[src/rtl/cmp_seq.sv]
// -----------------------------------------------------------------------------
// cmp_seq - sequenced unsigned magnitude comparator.
//
// Walks two WIDTH-bit operands MSB-first in 4-bit slices, one slice per clock,
// through a single 4-bit greater/less compare. With EARLY_EXIT=1 the scan stops
// at the first differing slice; with EARLY_EXIT=0 every slice is examined so
// the latency is constant, but the first (most significant) decision wins.
//
// Ports:
//   clk        rising-edge clock
//   rst        synchronous, active-high reset
//   in_valid   operands a/b present
//   in_ready   block can accept operands (IDLE and not in reset)
//   a, b       WIDTH-bit unsigned operands, sampled on the accept edge
//   out_valid  result flags valid (DONE state)
//   out_ready  consumer accepts the result
//   la         A > B
//   lb         B > A
//   eq         A == B
//   cycles     number of slices examined for this result
// -----------------------------------------------------------------------------
module cmp_seq #(
    parameter int WIDTH      = 16,
    parameter bit EARLY_EXIT = 1'b1
) (
    input  logic                          clk,
    input  logic                          rst,
    input  logic                          in_valid,
    output logic                          in_ready,
    input  logic [WIDTH-1:0]              a,
    input  logic [WIDTH-1:0]              b,
    output logic                          out_valid,
    input  logic                          out_ready,
    output logic                          la,
    output logic                          lb,
    output logic                          eq,
    output logic [$clog2(WIDTH/4):0]      cycles
);

    localparam int SLICES = WIDTH / 4;
    localparam int IW     = (SLICES > 1) ? $clog2(SLICES) : 1;
    localparam int CW     = $clog2(WIDTH / 4) + 1;
    localparam logic [IW-1:0] IDX_TOP = IW'(SLICES - 1);

    generate
        if (((WIDTH % 4) != 0) || (WIDTH < 4)) begin : g_bad_width
            $error("cmp_seq: WIDTH must be a multiple of 4 and at least 4");
        end
    endgenerate

    typedef enum logic [1:0] {
        ST_IDLE = 2'd0,
        ST_CMP  = 2'd1,
        ST_DONE = 2'd2
    } state_t;

    state_t           state_r;
    logic [IW-1:0]    idx_r;
    logic [WIDTH-1:0] a_r;
    logic [WIDTH-1:0] b_r;
    logic             la_r;
    logic             lb_r;
    logic             eq_r;
    logic [CW-1:0]    cycles_r;
    logic             out_valid_r;

    logic [3:0]       a_sl_s;
    logic [3:0]       b_sl_s;
    logic [1:0]       cmp_s;
    logic             gt_s;
    logic             lt_s;
    logic             decided_s;

    // 4-bit unsigned slice compare: returns {x > y, x < y}.
    function automatic logic [1:0] slice_cmp(input logic [3:0] x, input logic [3:0] y);
        logic [1:0] r;
        r = {(x > y), (x < y)};
        return r;
    endfunction

    // Select the current slice of the registered operands and compare it.
    always_comb begin
        a_sl_s = 4'(a_r >> {idx_r, 2'b00});
        b_sl_s = 4'(b_r >> {idx_r, 2'b00});
        cmp_s  = slice_cmp(a_sl_s, b_sl_s);
    end

    assign gt_s      = cmp_s[1];
    assign lt_s      = cmp_s[0];
    // A decision, once recorded, is never overridden by less significant slices.
    assign decided_s = la_r | lb_r;

    // Sequencer: operand capture, slice-by-slice compare, result hold.
    always_ff @(posedge clk) begin
        if (rst) begin
            state_r     <= ST_IDLE;
            idx_r       <= IDX_TOP;
            a_r         <= {WIDTH{1'b0}};
            b_r         <= {WIDTH{1'b0}};
            la_r        <= 1'b0;
            lb_r        <= 1'b0;
            eq_r        <= 1'b0;
            cycles_r    <= {CW{1'b0}};
            out_valid_r <= 1'b0;
        end else begin
            case (state_r)
                ST_IDLE: begin
                    if (in_valid) begin
                        a_r      <= a;
                        b_r      <= b;
                        idx_r    <= IDX_TOP;
                        la_r     <= 1'b0;
                        lb_r     <= 1'b0;
                        eq_r     <= 1'b0;
                        cycles_r <= {CW{1'b0}};
                        state_r  <= ST_CMP;
                    end else begin
                        state_r  <= ST_IDLE;
                    end
                end
                ST_CMP: begin
                    cycles_r <= cycles_r + CW'(1);
                    if (!decided_s && gt_s) begin
                        la_r <= 1'b1;
                    end
                    if (!decided_s && lt_s) begin
                        lb_r <= 1'b1;
                    end
                    if (EARLY_EXIT && !decided_s && (gt_s || lt_s)) begin
                        state_r     <= ST_DONE;
                        out_valid_r <= 1'b1;
                    end else if (idx_r == {IW{1'b0}}) begin
                        // Last slice: equality only if nothing ever differed.
                        state_r     <= ST_DONE;
                        out_valid_r <= 1'b1;
                        eq_r        <= !decided_s && !gt_s && !lt_s;
                    end else begin
                        idx_r       <= idx_r - IW'(1);
                    end
                end
                ST_DONE: begin
                    if (out_ready) begin
                        state_r     <= ST_IDLE;
                        out_valid_r <= 1'b0;
                    end else begin
                        state_r     <= ST_DONE;
                    end
                end
                default: begin
                    state_r     <= ST_IDLE;
                    out_valid_r <= 1'b0;
                end
            endcase
        end
    end

    // Ready is a decode of the state register, forced low while reset is held.
    assign in_ready  = (state_r == ST_IDLE) && !rst;
    assign out_valid = out_valid_r;
    assign la        = la_r;
    assign lb        = lb_r;
    assign eq        = eq_r;
    assign cycles    = cycles_r;

endmodule

[config.mk]
export PLATFORM = sky130hd
export DESIGN_NAME = cmp_seq
export DESIGN_NICKNAME = d
export VERILOG_FILES = /design/src/rtl/cmp_seq.sv
export SDC_FILE = /design/constraint.sdc
export NUM_CORES = 1
export LEC_CHECK = 0
export CAP_MARGIN = 5
export CELL_PAD_IN_SITES_DETAIL_PLACEMENT = 2
export CELL_PAD_IN_SITES_GLOBAL_PLACEMENT = 2
export CORE_MARGIN = 3
export CORE_UTILIZATION = 27
export CTS_BUF_LIST = sky130_fd_sc_hd__clkbuf_8
export DETAILED_ROUTE_END_ITERATION = 7
export PLACE_DENSITY = 0.82
export SLEW_MARGIN = 20
export SYNTH_ARGS = -nofsm -noshare
export SYNTH_HDL_FRONTEND = slang
export SYNTH_SLANG_ARGS = --single-unit
export TNS_END_PERCENT = 100
[constraint.sdc]
create_clock -name clk -period 2.2 [get_ports clk]
set_clock_uncertainty 0.2 [all_clocks]
set_input_delay 0.44 -clock clk [delete_from_list [all_inputs] [get_ports clk]]
set_output_delay 0.44 -clock clk [all_outputs]
set_load 0.02 [all_outputs]
# Word-level counts from Yosys, hierarchy flattened
# Index checks and enable logic that the tools add are counted.
dict set report totals {
  ff_bits 43
  ram_bits 0
  romBits 0
  latchBits 0
  out_inout_bits 8
  word_cells 71
  memories 0
  in_bits 36
}
dict set report op_classes {
  div_mod_pow 0
  n_addsub 2
  eq_ne 10
  n_shift 2
  n_bitwise 2
  n_reduce_logical 21
  mux 23
  order_cmp 2
  mul 0
}
# operator n
set ops {}
lappend ops {{16-bit by 4-bit >> shifter with 4-bit output} 2}
lappend ops {{2-bit != test, second input constant} 7}
lappend ops {{2-bit two-way mux} 6}
lappend ops {{1-bit two-way mux} 9}
lappend ops {{3-bit AND reduction} 3}
lappend ops {{4-bit AND reduction} 2}
lappend ops {{1-bit logical AND} 6}
lappend ops {{1-bit one-hot mux with 2 select lines} 3}
lappend ops {{2-bit one-hot mux with 3 select lines} 1}
lappend ops {{3-bit one-hot mux with 2 select lines} 1}
lappend ops {{4-bit > comparator} 1}
lappend ops {{1-bit logical NOT} 4}
lappend ops {{2-bit logical NOT} 2}
lappend ops {{4-bit less-than comparator} 1}
lappend ops {{2-bit one-hot mux with 2 select lines} 1}
lappend ops {{2-bit AND reduction} 2}
lappend ops {{3-bit by 1-bit adder with 3-bit output, second input constant} 1}
lappend ops {{3-bit two-way mux} 1}
lappend ops {{3-bit != test, second input constant} 1}
lappend ops {{1-bit one-hot mux with 3 select lines} 1}
lappend ops {{2-bit by 1-bit equality test with 1-bit output, second input constant} 1}
lappend ops {{2-bit equality test, second input constant} 1}
lappend ops {{2-bit nonzero test} 1}
lappend ops {{2-bit by 1-bit subtractor with 2-bit output, second input constant} 1}
lappend ops {{3 further kinds} 3}

# Longest topological paths before layout
# Gate-level depths: netlist of the first run.
dict set report depth {
  depth_word 8
  ltp_mapped 8
  ltp_nobuf 7
}

# Worst setup path before layout of the first run
# Ideal clock, no wire load.
dict set report synth_timing {
  kind {flip-flop to flip-flop}
  start {register idx_r[0]}
  end {register idx_r[0]}
  path_slack_ns -0.183
  period_less_slack_ns 2.383
  arrival_time_ns 2.111
  n_path_buf 1
  stages_incl_launch_ff 8
  required_ns 1.928
  setup_time_ns 0.072
  cell_sequence {dfxtp_1 -> buf_2 -> mux4_2 -> ha_1 -> nand4_1 -> a31oi_1 -> o31ai_2 -> mux2i_1}
}
dict set report synth_between {
  elab_chain_len 6
  word_cells_on_any_way 14
  cone_classes {1 x add/sub; 2 x order compare; 2 x eq/ne; 2 x shift; 3 x mux; 4 x reduce/logical}
}
# item line
set synth_rtl {}
lappend synth_rtl {{start: declaration} 58} ;# logic [IW-1:0] idx_r;
lappend synth_rtl {{start signal: assignment} 138} ;# idx_r <= idx_r - IW'(1);
lappend synth_rtl {{16-bit by 4-bit >> shifter with 4-bit output, on equally long branches} {83, 84}}
lappend synth_rtl {{4-bit > comparator or 4-bit less-than comparator (tied branches)} 77} ;# r = {(x > y), (x < y)};
lappend synth_rtl {{1-bit logical OR} 129} ;# if (EARLY_EXIT && !decided_s && (gt_s || lt_s)) begin
lappend synth_rtl {{1-bit logical AND} 129}
lappend synth_rtl {{2-bit != test (no source line)} -}
lappend synth_rtl {{4-bit AND reduction (no source line)} -}
# Parallel ways exist; a longest one is shown, timed or not. The select of a mux whose other input is x is not followed.
# A chain may end at the register's enable or synchronous reset.

# Final worst setup path of the first run
dict set report layout_timing {
  start {register idx_r[0]}
  end {register eq_r (netlist: eq)}
}
dict set report layout_between {
  elab_chain_len 8
  word_cells_on_any_way 17
  cone_classes {2 x order compare; 2 x eq/ne; 2 x shift; 3 x mux; 8 x reduce/logical}
}
# item line
set layout_rtl {}
lappend layout_rtl {{16-bit by 4-bit >> shifter with 4-bit output, on equally long branches} {83, 84}}
lappend layout_rtl {{4-bit > comparator} 77}
lappend layout_rtl {{1-bit logical NOT} 136} ;# eq_r <= !decided_s && !gt_s && !lt_s;
lappend layout_rtl {{1-bit logical AND (2 in series)} 136}
lappend layout_rtl {{1-bit two-way mux} 132} ;# end else if (idx_r == {IW{1'b0}}) begin
lappend layout_rtl {{1-bit two-way mux} 129}
lappend layout_rtl {{1-bit one-hot mux with 2 select lines} 106} ;# case (state_r)
lappend layout_rtl {{end signal: assignment} 136}
lappend layout_rtl {{end: declaration} 63} ;# logic eq_r;
# Parallel ways exist; a longest one is shown, timed or not. The select of a mux whose other input is x is not followed.

==> impl_metrics.yaml, run 1 <==
die:
  rows: 30
  die_area_um2: 8359
  io-pin-count: 44
  start_util_pct: 28.38
  fp.dieW_um: 91.43
  die_h_um: 91.43
  core_area_um2: 6944
routing:
  drc_errors: 0
  firstDrtPassIters: 4
  vias: 1781
  routed_wl_um: 6247
  vias_per_cell: 4.762
  wl_per_cell_um: 16.70
  first_iter_violations: 43
  final_antenna_net_count: 0
layout:
  drive_gt1_share_pct: 16.19
  final_util_pct: 38.96
  n_fill_cell: 775
  nets: 319
  areaGrowthSynthToFinish_pct: 37.27
  insertedDiodeCount: 0
clock_tree:
  clk_latency_ps: 290
  clk_pin_slew_ps: 80
  cts.sinks: 43
  cts_tree: "done"
  cts_hold_buf: 0
  root_buffer: "clkbuf_8"
  clock_path_buffers: 2
  htreeDepth: 2
  cts_buffers: 5
place:
  port_buffers: 43
  hpwlAfterDp_um: 4579
  place_congestion: 0.7415
sta:
  finalCritPeriodShare_pct: 111.4
  drv_slew: 0
  relSlewSlack_pct: 51.76
  rsz0062_at_grt: "yes"
  layout_setup_ws_ps: -250.2
  period_minus_slack_ps: 2450
  clock.fmax_ghz: 0.4081
  hold_violations: 0
  tightest_slew_ps: 722.0
  setup_viol: 8
power:
  powerDensity_nw_per_um2: 703.8
  ir_worst_vdd_uv: 215.1
  power.leakage_nw: 1.008
  power.total_mw: 1.904
hold_path:
  whs_path_depth: 2
  hp-class: "reg2reg"
setup_path:
  required_ps: 2210
  crit_path_start_kind: "flip-flop"
  arrival_ps: 2460
  endpoint_kind: "flip-flop"
  crit_type: "reg2reg"
  ff2ff_path_depth: 7
  critPathMaxFanout: 8
status:
  violations: "setup timing"
  status: "finished with violations"
synth:
  synth_nets: 273
  syn_avg_cell_area_um2: 8.531
  syn-instance-count: 231
  ys_ff_latch: 43
  ys_types: 30
  synth_seq_area_share_pct: 43.68
  yosysWarnings: 0
  syn-cell-area_um2: 1971
grt:
  antenna_found_initial: 0
  overflow: 0
  grt_usage_pct: 15.96
  grt_max_degree: 46
  grt_pass1_wl_um: 10480
  grt_pass1_vias: 1998
run:
  max_cap_viol_count: 0
==> stage by stage <==
stage | setup slack [ps] | hold slack [ps] | instances | TNS, ps | area (µm²)
finish | -250.2 | 260.2 | 374 | -1306 | 2705
CTS | -174.7 | 269.4 | 373 | -993.4 | 2690
global placement | -155.5 | 246.5 | 366 | -955.1 | 2549
global route | -361.4 | 294.1 | 374 | -2346 | 2705
detailed placement | -284.0 | 258.1 | 366 | -1796 | 2549
floorplan | -36.85 | 233.1 | 231 | -68.34 | 2022
==> flip-flops by register name, indices dropped and copies added (netlist names) <==
register   cells
eq             1
lb             1
la             1
cycles         3
b_r           16
state_r        2
idx_r          2
a_r           16
out_valid      1
==> per-layer routing <==
metal | wire [µm] | vias to the layer above | track usage (%)
met3 | 237 | 16 | 3.645
li1 | - | 873 | -
met4 | 167 | 0 | 6.784
met1 | 2796 | 855 | 19.50
met2 | 3045 | 37 | 26.72
met5 | 0 | - | 0
==> critical path, stage by stage (launching register included) <==
cell,delay [ps]
dfxtp_4,440
mux4_2,560
ha_4,290
nand4_1,210
a31oi_4,280
buf_6,140
a21oi_4,50
a211oi_2,190
==> repair_timing <==
| item | 4_1_cts | 5_1_grt |
|---|---|---|
| gates resized for setup | 14 | 1 |
| buffers inserted | 0 | 1 |
| setup endpoints to repair | 9 | 8 |
| pin swaps | 8 | 5 |
==> cells in the mapped netlist, drive strengths merged <==
cell    instances  area (µm²)
a31oi           1       6.260
nor3            4       20.02
clkbuf          5       18.77
nand2          72       270.3
nor4            1       6.260
nor2b           2       12.51
nor2           11       41.29
inv             6       22.52
a21o            1       7.510
a221oi          1       8.760
nand4           2       12.51
a21oi          41       216.5
mux2i           3       30.03
buf            11       82.58
nand3b          1       7.510
a211oi          1       7.510
o31ai           1       12.51
and2            1       6.260
o21ai           3       15.01
mux4            8       180.2
dfxtp          43       860.8
nand2b          1       6.260
ha              6       75.07
o211ai          1       7.510
nand3           2       10.01
nor3b           2       26.28
==> worst paths after layout <==
path | endpoint | startpoint | slack, ps
worst max-delay path | eq$_SDFFE_PP0P_ | idx_r[0]$_SDFFE_PP1P_ | -250
worst min-delay path | b_r[15]$_SDFFE_PP0P_ | b_r[15]$_SDFFE_PP0P_ | 260
worst max register to register | eq$_SDFFE_PP0P_ | idx_r[0]$_SDFFE_PP1P_ | -250
worst min register to register | b_r[15]$_SDFFE_PP0P_ | b_r[15]$_SDFFE_PP0P_ | 260
==> cell usage in the layout, fill, tap and decap left out, types with 2 or more instances in the layout <==
| cell | instances |
|---|---|
| clkbuf_8 | 5 |
| mux4_2 | 8 |
| clkdlybuf4s50_1 | 42 |
| a21oi_1 | 36 |
| ha_1 | 3 |
| nand2_1 | 72 |
| buf_4 | 11 |
| nand4_1 | 2 |
| nor2b_1 | 2 |
| nor2_1 | 11 |
| inv_2 | 3 |
| nor3_1 | 4 |
| dfxtp_1 | 42 |
| o21ai_0 | 3 |
| inv_1 | 5 |
| ha_4 | 3 |
| a21oi_2 | 4 |
| mux2i_1 | 3 |
==> cell type report <==
class / count / area (µm²) / share of cell area, %
clock buffer: 5 / 68.82 / 2.544
clock inverter: 3 / 12.51 / 0.4625
inverter: 6 / 22.52 / 0.8326
multi-input combinational: 166 / 1094 / 40.43
sequential: 43 / 864.6 / 31.96
tap: 96 / 120.1 / 4.440
timing repair buffer: 55 / 523.0 / 19.33
==> report_power, final <==
part	internal [mW]	leakage (nW)	switching [mW]
Clock	0.214	0.0505	0.262
Combinational	0.249	0.605	0.280
Sequential	0.841	0.352	0.0588
==> kinds of logic (layout without fill, tap and decap cells) <==
kind of cell / Yosys count / count (layout) / synth area share, %
compound gates: 50 / 50 / 14.29
flops: 43 / 43 / 43.68
buf+inv: 22 / 69 / 6.286
simple gates: 99 / 99 / 21.27
mux: 11 / 11 / 10.67
fa+ha+maj: 6 / 6 / 3.809
No activity file was read; power rests on OpenSTA's default activity.
==> run 2, diff against run 1 <==
--- a/config.mk
+++ b/config.mk
@@ -8,6 +8,7 @@
 export CAP_MARGIN = 5
 export CELL_PAD_IN_SITES_DETAIL_PLACEMENT = 2
 export CELL_PAD_IN_SITES_GLOBAL_PLACEMENT = 2
+export CORE_ASPECT_RATIO = 1.2
 export CORE_MARGIN = 3
 export CORE_UTILIZATION = 27
 export CTS_BUF_LIST = sky130_fd_sc_hd__clkbuf_8
==> run 2 against run 1 <==
Compared with the run above: the flow still finishes with violations (setup timing); sequential power shrank 0.9%; clock power grew 18%; non-clock buffer count shrank 1; critical path depth grew 1; core utilization shrank 0.53 points; final area shrank 0.88%; cell count shrank 2.7%; fmax grew 2.8%; via count shrank 1.3%; hold slack gained 1.7 ps; sequential share of layout area grew 0.28 points; sequential cell count is the same; critical path type unchanged; critical endpoint is now idx_r[0]$_SDFFE_PP1P_; highest routed layer unchanged.
==> impl_metrics.yaml, run 2 (same netlist as run 1, synthesis figures left out) <==
status:
  violations: "setup timing"
  status: "finished with violations"
setup_path:
  crit_path_start_kind: "flip-flop"
  required_ps: 2210
  slowest_delay_ps: 500
  crit_type: "reg2reg"
  cp_top_family: "multiplexers"
  endpoint_kind: "flip-flop"
  arrival_ps: 2400
  critPathMaxFanout: 8
  crit_buf_inv: 2
  crit_chain: "buf_12 > mux4_2 > inv_2 > ha_4 > nand4_1 > a31oi_2 > o31ai_4 > mux2i_1"
  critPathSlowestCell: "mux4_2"
power:
  power.leakage_nw: 1.004
  p_sw_mw: 0.5644
  internal_power_mw: 1.351
  power.total_mw: 1.916
  p_sw_share_pct: 29.46
  ir_worst_vdd_uv: 245.7
  power_frac_comb_pct: 24.1
  clkPwrFrac_pct: 29.4
  powerDensity_nw_per_um2: 714.5
  seqPwrFrac_pct: 46.5
layout:
  n_fill_cell: 789
  final_cell_mix: "nand2_1 (72), dfxtp_1 (42), clkdlybuf4s50_1 (42)"
  nets: 318
  drive_gt1_share_pct: 15.16
  final_common_cell: "nand2_1"
  seq_area_um2: 864.6
  areaGrowthSynthToFinish_pct: 36.06
  insertedDiodeCount: 0
  stdcell_count: 364
  multiInputGateArea_um2: 1045
sta:
  relSlewSlack_pct: 63.64
  hold_violations: 0
  finalCritPeriodShare_pct: 108.3
  tightest_slew_ps: 544.3
  whs_ps: 261.9
  layout_setup_ws_ps: -182.4
  rsz0062_at_grt: "yes"
  period_minus_slack_ps: 2382
  clock.fmax_ghz: 0.4197
  setup_viol: 8
  setup_tns_ps: -1023
  drv_slew: 0
die:
  core_area_um2: 6978
  die_area_um2: 8364
  start_util_pct: 28.24
  fp.dieW_um: 83.99
  io-pin-count: 44
  rows: 33
  die_h_um: 99.59
hold_path:
  hp-class: "reg2reg"
grt:
  grt_pass1_vias: 1905
  overflow: 0
  grt_usage_pct: 13.80
  grt_max_degree: 46
  grt_pass1_wl_um: 9218
  antenna_found_initial: 0
clock_tree:
  cts_setup_buffers: 0
  clock_path_buffers: 2
  root_buffer: "clkbuf_8"
  cts_buffers: 5
  htreeDepth: 2
  clk_pin_slew_ps: 80
  cts_hold_buf: 0
  cts_tree: "done"
  cts.sinks: 43
  clk_latency_ps: 300
run:
  max_cap_viol_count: 0
routing:
  drc_errors: 0
  vias_per_cell: 4.827
  vias: 1757
  firstDrtPassIters: 2
  final_antenna_net_count: 0
  routed_wl_um: 5508
  wl_per_cell_um: 15.13
  first_iter_violations: 36
place:
  place_congestion: 0.7763
  port_buffers: 43
  placed_cells: 357
  hpwlAfterDp_um: 4242
[run 2: path summary, 6_finish.rpt]
| check | startpoint | endpoint | slack, ps | cells past startpoint |
|---|---|---|---|---|
| max | idx_r[0]$_SDFFE_PP1P_ | idx_r[0]$_SDFFE_PP1P_ | -180 | 8 |
| min | b_r[11]$_SDFFE_PP0P_ | b_r[11]$_SDFFE_PP0P_ | 260 | 2 |
| max reg2reg | idx_r[0]$_SDFFE_PP1P_ | idx_r[0]$_SDFFE_PP1P_ | -180 | 8 |
| min reg2reg | b_r[11]$_SDFFE_PP0P_ | b_r[11]$_SDFFE_PP0P_ | 260 | 2 |
[run 2: layer usage]
metal  vias to the layer above  share of wire (%)  GRT usage (%)
met3                         9                3.7          3.314
li1                        871                  -              -
met4                         0                1.5          4.950
met1                       841                 42          15.58
met5                         -                  0              0
met2                        36                 53          25.17
[run 2: final cells by class]
| class | instances | area share (%) |
|---|---|---|
| clock buffer | 7 | 3.593 |
| tap | 87 | 4.060 |
| inverter | 6 | 0.8399 |
| timing repair buffer | 54 | 20.02 |
| sequential | 43 | 32.24 |
| multi-input combinational | 166 | 38.96 |
| clock inverter | 1 | 0.2800 |
[run 2: power groups by stage]
stage / logic, mW / registers [mW] / clock network [mW]
after global placement: 0.439 / 0.907 / 0
after CTS: 0.470 / 0.893 / 0.583
final: 0.461 / 0.892 / 0.563
after floorplan: 0.281 / 0.898 / 0
after detailed placement: 0.458 / 0.911 / 0
after global routing: 0.517 / 0.901 / 0.617
[run 2: what timing repair did]
action,4_1_cts,5_1_grt
setup endpoints to repair,9,8
gates resized for setup,6,1
pin swaps,5,1
[run 2: tightest hold or removal path: cells and delay by family (launching register included)]
kind / cells / cell delay, ps
flops: 1 / 320
simple gates: 1 / 50
compound gates: 1 / 50
[run 2: stage by stage]
step	util [%]	setup WS (ps)	cell area, µm²
after floorplan	-	-36.85	2022
after global placement	36.72	-97.00	2562
after detailed placement	36.72	-246.9	2562
after CTS	38.43	-200.9	2681
after global routing	38.43	-295.7	2681
final	38.43	-182.4	2681
